==> src/rtl/lut_func_unit.sv <==
// lut_func_unit: registered N-input LUT with serial table reload; optional minterm sweep under LUT_FUNC_SWEEP_EN
module lut_func_unit #(
  parameter int N_IN = 4,
  parameter logic [(1<<N_IN)-1:0] INIT_TABLE = 16'h1731
) (
  input  logic            clk,
  input  logic            rst_n,
  input  logic [N_IN-1:0] in_vec,
  output logic            f_out,
  input  logic            load_start,
  input  logic            load_valid,
  input  logic            load_bit,
  output logic            load_done,
  output logic            busy,
  input  logic            sweep_start,
  output logic            sweep_done,
  output logic [N_IN:0]   ones_count
);
`ifdef LUT_FUNC_SWEEP_EN
  typedef enum logic [1:0] {IDLE, LOAD, SWEEP} state_t;
`else
  typedef enum logic {IDLE, LOAD} state_t;
`endif
  state_t state, state_nxt;
  logic [N_IN-1:0] idx;
  logic [(1<<N_IN)-1:0] active, shadow, shadow_wr;
  logic last, wr, sweep_go, in_sweep;
  assign last = &idx;
  assign wr = state == LOAD && !load_start && load_valid;
  assign busy = state != IDLE;
`ifdef LUT_FUNC_SWEEP_EN
  assign sweep_go = state == IDLE && !load_start && sweep_start;
  assign in_sweep = state == SWEEP;
`else
  logic sweep_unused;
  assign sweep_unused = sweep_start;
  assign sweep_go = 1'b0;
  assign in_sweep = 1'b0;
  assign sweep_done = 1'b0;
  assign ones_count = '0;
`endif
  // state register
  always_ff @(posedge clk or negedge rst_n)
    if (!rst_n) state <= IDLE;
    else state <= state_nxt;
  // next state: load beats sweep in IDLE; starts are ignored while sweeping
  always_comb begin
    state_nxt = state;
    case (state)
`ifdef LUT_FUNC_SWEEP_EN
      IDLE:    state_nxt = load_start ? LOAD : sweep_start ? SWEEP : IDLE;
      SWEEP:   state_nxt = last ? IDLE : SWEEP;
`else
      IDLE:    state_nxt = load_start ? LOAD : IDLE;
`endif
      LOAD:    state_nxt = wr && last ? IDLE : LOAD;
      default: state_nxt = IDLE;
    endcase
  end
  // shadow table with the incoming serial bit merged at the current index
  always_comb begin
    shadow_wr = shadow;
    shadow_wr[idx] = load_bit;
  end
  // lookup, shadow fill, atomic commit on the final bit, shared load/sweep index
  always_ff @(posedge clk or negedge rst_n)
    if (!rst_n) begin
      idx <= '0;
      active <= INIT_TABLE;
      shadow <= INIT_TABLE;
      f_out <= 1'b0;
      load_done <= 1'b0;
    end else begin
      f_out <= active[in_vec];
      load_done <= wr && last;
      if (wr) shadow <= shadow_wr;
      if (wr && last) active <= shadow_wr;
      if ((load_start && !in_sweep) || sweep_go) idx <= '0;
      else if (wr || in_sweep) idx <= idx + N_IN'(1);
    end
`ifdef LUT_FUNC_SWEEP_EN
  logic [N_IN:0] cnt, cnt_nxt;
  assign cnt_nxt = cnt + (N_IN+1)'(active[idx]);
  // population count of the active table, published once the last minterm is seen
  always_ff @(posedge clk or negedge rst_n)
    if (!rst_n) begin
      cnt <= '0;
      ones_count <= '0;
      sweep_done <= 1'b0;
    end else begin
      sweep_done <= in_sweep && last;
      if (sweep_go) cnt <= '0;
      else if (in_sweep) cnt <= cnt_nxt;
      if (in_sweep && last) ones_count <= cnt_nxt;
    end
`endif
endmodule

==> config.mk <==
export PLATFORM = sky130hd
export DESIGN_NAME = lut_func_unit
export DESIGN_NICKNAME = d
export VERILOG_FILES = /design/src/rtl/lut_func_unit.sv
export SDC_FILE = /design/constraint.sdc
export NUM_CORES = 1
export LEC_CHECK = 0
export CAP_MARGIN = 10
export CORE_MARGIN = 2
export CORE_UTILIZATION = 51
export CTS_CLUSTER_DIAMETER = 50
export DETAILED_ROUTE_END_ITERATION = 10
export GPL_ROUTABILITY_DRIVEN = 0
export GPL_TIMING_DRIVEN = 0
export PLACE_DENSITY = 0.75
export SETUP_SLACK_MARGIN = 0.05
export SLEW_MARGIN = 20
export SYNTH_ARGS = -nofsm -noshare
export SYNTH_HDL_FRONTEND = slang
export SYNTH_SLANG_ARGS = --single-unit
==> constraint.sdc <==
create_clock -name clk -period 1.7 [get_ports clk]
set_input_delay 0.17 -clock clk [delete_from_list [all_inputs] [get_ports clk]]
set_output_delay 0.17 -clock clk [all_outputs]
set_load 0.01 [all_outputs]
==> results.yml <==
die:
  initial_core_util_pct: 54.18
  die_h_um: 67.06
  core_um2: 3744
  die-area_um2: 4497
  ios: 19
  num_rows: 22
  fp.dieW_um: 67.06
routing:
  wl_um: 4212
  postRouteAntennaNets: 0
  dr.pass1.iters: 4
  drc: 0
  met1_length_um: 1866
  highest_layer: "met4"
  viasPerCell: 5.438
  wl_per_cell_um: 17.55
  wl_met2_um: 2148
  dr_wl_met3_um: 129
  drtIter0Drc: 66
  dr_total_vias: 1305
place:
  dpl.cell_count: 215
  numPortBuffers: 10
  dp_hpwl_um: 2663
  post-place-ws_ns: -0.3346
status:
  status: "complete, no violations"
setup_path:
  cp_data_arrival_time_ns: 1.83
  r2r_start: "idx[1]"
  cp_common_cell: "mux2_2"
  cp-end-kind: "flip-flop"
  path_max_fanout: 7
  rr_endpoint: "active[1]"
  crit_family: "multiplexers"
  critPathRequiredTime_ns: 1.88
  cp_num_buf_inv: 1
  start_kind: "flip-flop"
  max_stage_delay_ns: 0.47
  crit_type: "flip-flop to flip-flop"
  ff2ff_path_depth: 5
  path_cells: "inv_4 > ha_4 > nor3b_2 > mux2_2 > mux2_2"
  regToRegSetupSlack_ns: 0.06
  cp_slowest_cell: "dfrtp_2"
global_route:
  grt_pass1_vias: 1294
  grt_overflow_total: 0
  antenna_found_initial: 0
  grt_pass1_wl_um: 6251
  grtUsageTotal_pct: 19.48
  grt_max_degree: 27
power_and_ir_drop:
  comb_power_share_pct: 17.3
  clkPwrFrac_pct: 30.7
  p_per_area_nw_per_um2: 733.9
  pwr-share-seq_pct: 51.9
  power.switching_mw: 0.4707
  power.leakage_nw: 1.136
  p_int_mw: 1.434
  switching_share_pct: 24.72
  irDropWorstVdd_v: 0.0005674
timing:
  timing.final.hold_violations: 0
  maxSlewViolCount: 0
  setup_tns_ns: 0
  worst_slack_ns: 0.05632
  rsz0062_at_grt: "true"
  period_needed_ns: 1.644
  setup_violations: 0
  fmax_ghz: 0.6084
  fin_skew_ns: 0.006745
  finalCritPeriodShare_pct: 96.69
  whs_ns: 0.07126
clocking:
  cts_sinks: 38
  cts_root_buffer: "clkbuf_8"
  numCtsBuffers: 5
  clk_path_buf_depth: 2
  clk_latency_ns: 0.29
  cts-htree-levels: 2
  clk_pin_slew_ns: 0.07
  cts_tree: "yes"
layout:
  syn2layout_area_growth_pct: 27.95
  final_cell_mix: "mux2_2, dfrtp_1, buf_4"
  multiInputGateArea_um2: 1055
  antennaDiodeCount: 0
  regArea_um2: 973.4
  final_common_cell: "mux2_2"
  fillers: 273
  drive_above_1_share_pct: 56.77
  fin_nets: 206
  finalNonFillerCells: 240
synth:
  seq_area_frac_synth_pct: 47.75
  yosysWarningCount: 0
  syn-instance-count: 151
  synth_cell_types: 31
  ys_ff_latch: 38
  avgSynthCellArea_um2: 13.43
  syn_area_um2: 2028
hold_path:
  hold_depth: 2
  hp-start: "load_start"
  holdPathEnd: "idx[2]"
  hp-class: "primary input to flip-flop"
job:
  maxCapViolations: 0
worst reg2reg max path, cell delays in order, from the launching register on:
cell and delay (ns):
dfrtp_2 0.47, inv_4 0.11, ha_4 0.19, nor3b_2 0.18
mux2_2 0.34, mux2_2 0.26
power by group through the flow:
stage	clock network [mW]	logic [mW]	registers, mW
5_1_grt	0.639	0.356	0.994
2_1_floorplan	0	0.172	0.991
6_report	0.585	0.330	0.989
3_3_place_gp	0	0.244	0.997
3_5_place_dp	0	0.256	0.999
4_1_cts	0.602	0.284	0.986
stage by stage:
stage	area (um^2)	total power, mW	util (%)
after floorplan	2074	1.163	-
after global placement	2235	1.241	59.69
after detailed placement	2257	1.255	60.29
after CTS	2455	1.873	65.57
after global routing	2595	1.988	69.32
final	2595	1.904	69.32
kinds of logic (layout without fill, tap and decap cells):
kind of cell / count (synthesis) / after routing / synth area share (%)
flip-flops: 38 / 38 / 47.75
adder cells (fa/ha/maj): 5 / 5 / 3.085
AND/OR/NAND/NOR: 38 / 38 / 11.17
AO/OA/AOI/OAI: 3 / 3 / 0.8633
XOR/XNOR: 2 / 2 / 0.8638
other: 1 / 6 / 0.1849
multiplexers: 48 / 48 / 30.17
buffers and inverters: 16 / 52 / 5.922
registers in the layout, indices dropped and copies added (netlist names):
| signal | flops |
|---|---|
| shadow | 15 |
| active | 16 |
| f_out | 1 |
| load_done | 1 |
| idx | 4 |
| busy | 1 |
Yosys cell counts:
cell type  count  area [um^2]
nor2b_1        2        12.51
mux2_4         8        120.1
xnor2_1        1        8.760
nor2_1         6        22.52
buf_2          1        5.000
nand2_1        3        11.26
dfstp_2       14        367.9
or3_1          1        6.260
inv_1          2        7.510
nor3_4         1        16.27
nand3_1       12        60.06
a21oi_1        1        5.000
buf_12         1        20.02
buf_4          7        52.55
mux4_2         4        90.09
nand4_1        3        18.77
mux2_2        33        371.6
buf_6          2        22.52
and3b_1        1        8.760
o21ai_0        1        5.000
ha_1           5        62.56
nand3b_1       4        30.03
nor3b_1        4        30.03
mux2i_1        3        30.03
o31ai_1        1        7.510
xor2_1         1        8.760
dfrtp_1       24        600.6
clkbuf_1       2        7.510
clkbuf_2       1        5.000
conb_1         1        3.750
nand3_2        1        10.01
routing by layer:
layer / GRT usage, % / vias to the layer above
met5: 0 / -
met4: 7.908 / 0
met3: 5.405 / 7
met2: 31.68 / 25
met1: 24.32 / 659
li1: - / 614
worst max-delay path by stage:
stage	startpoint	end	slack, ns	depth (start not counted)
2_1_floorplan	idx[0]	active[2]	0.02	5
3_3_place_gp	rst_n	active[2]	-0.34	1
3_5_place_dp	load_valid	active[14]	-0.33	5
4_1_cts	idx[1]	active[1]	0.03	5
5_1_grt	idx[1]	active[1]	0.01	5
6_report	idx[1]	active[1]	0.06	5
layout make-up:
class / instances / share of cell area, %
sequential: 38 / 37.51
inverter: 2 / 0.4822
multi-input combinational: 102 / 40.65
tap: 48 / 2.314
clock buffer: 8 / 3.086
timing repair buffer: 28 / 11.52
buffer: 14 / 4.436
what timing repair did:
action,in CTS,in global routing
endpoints found under the setup margin,17,15
gates cloned,0,1
hold buffers,1,0
gates resized for setup,10,11
setup buffers,5,10
pin swaps,2,4
hold endpoints to repair,9,0
Note: power is estimated with default switching activity, not from simulation.
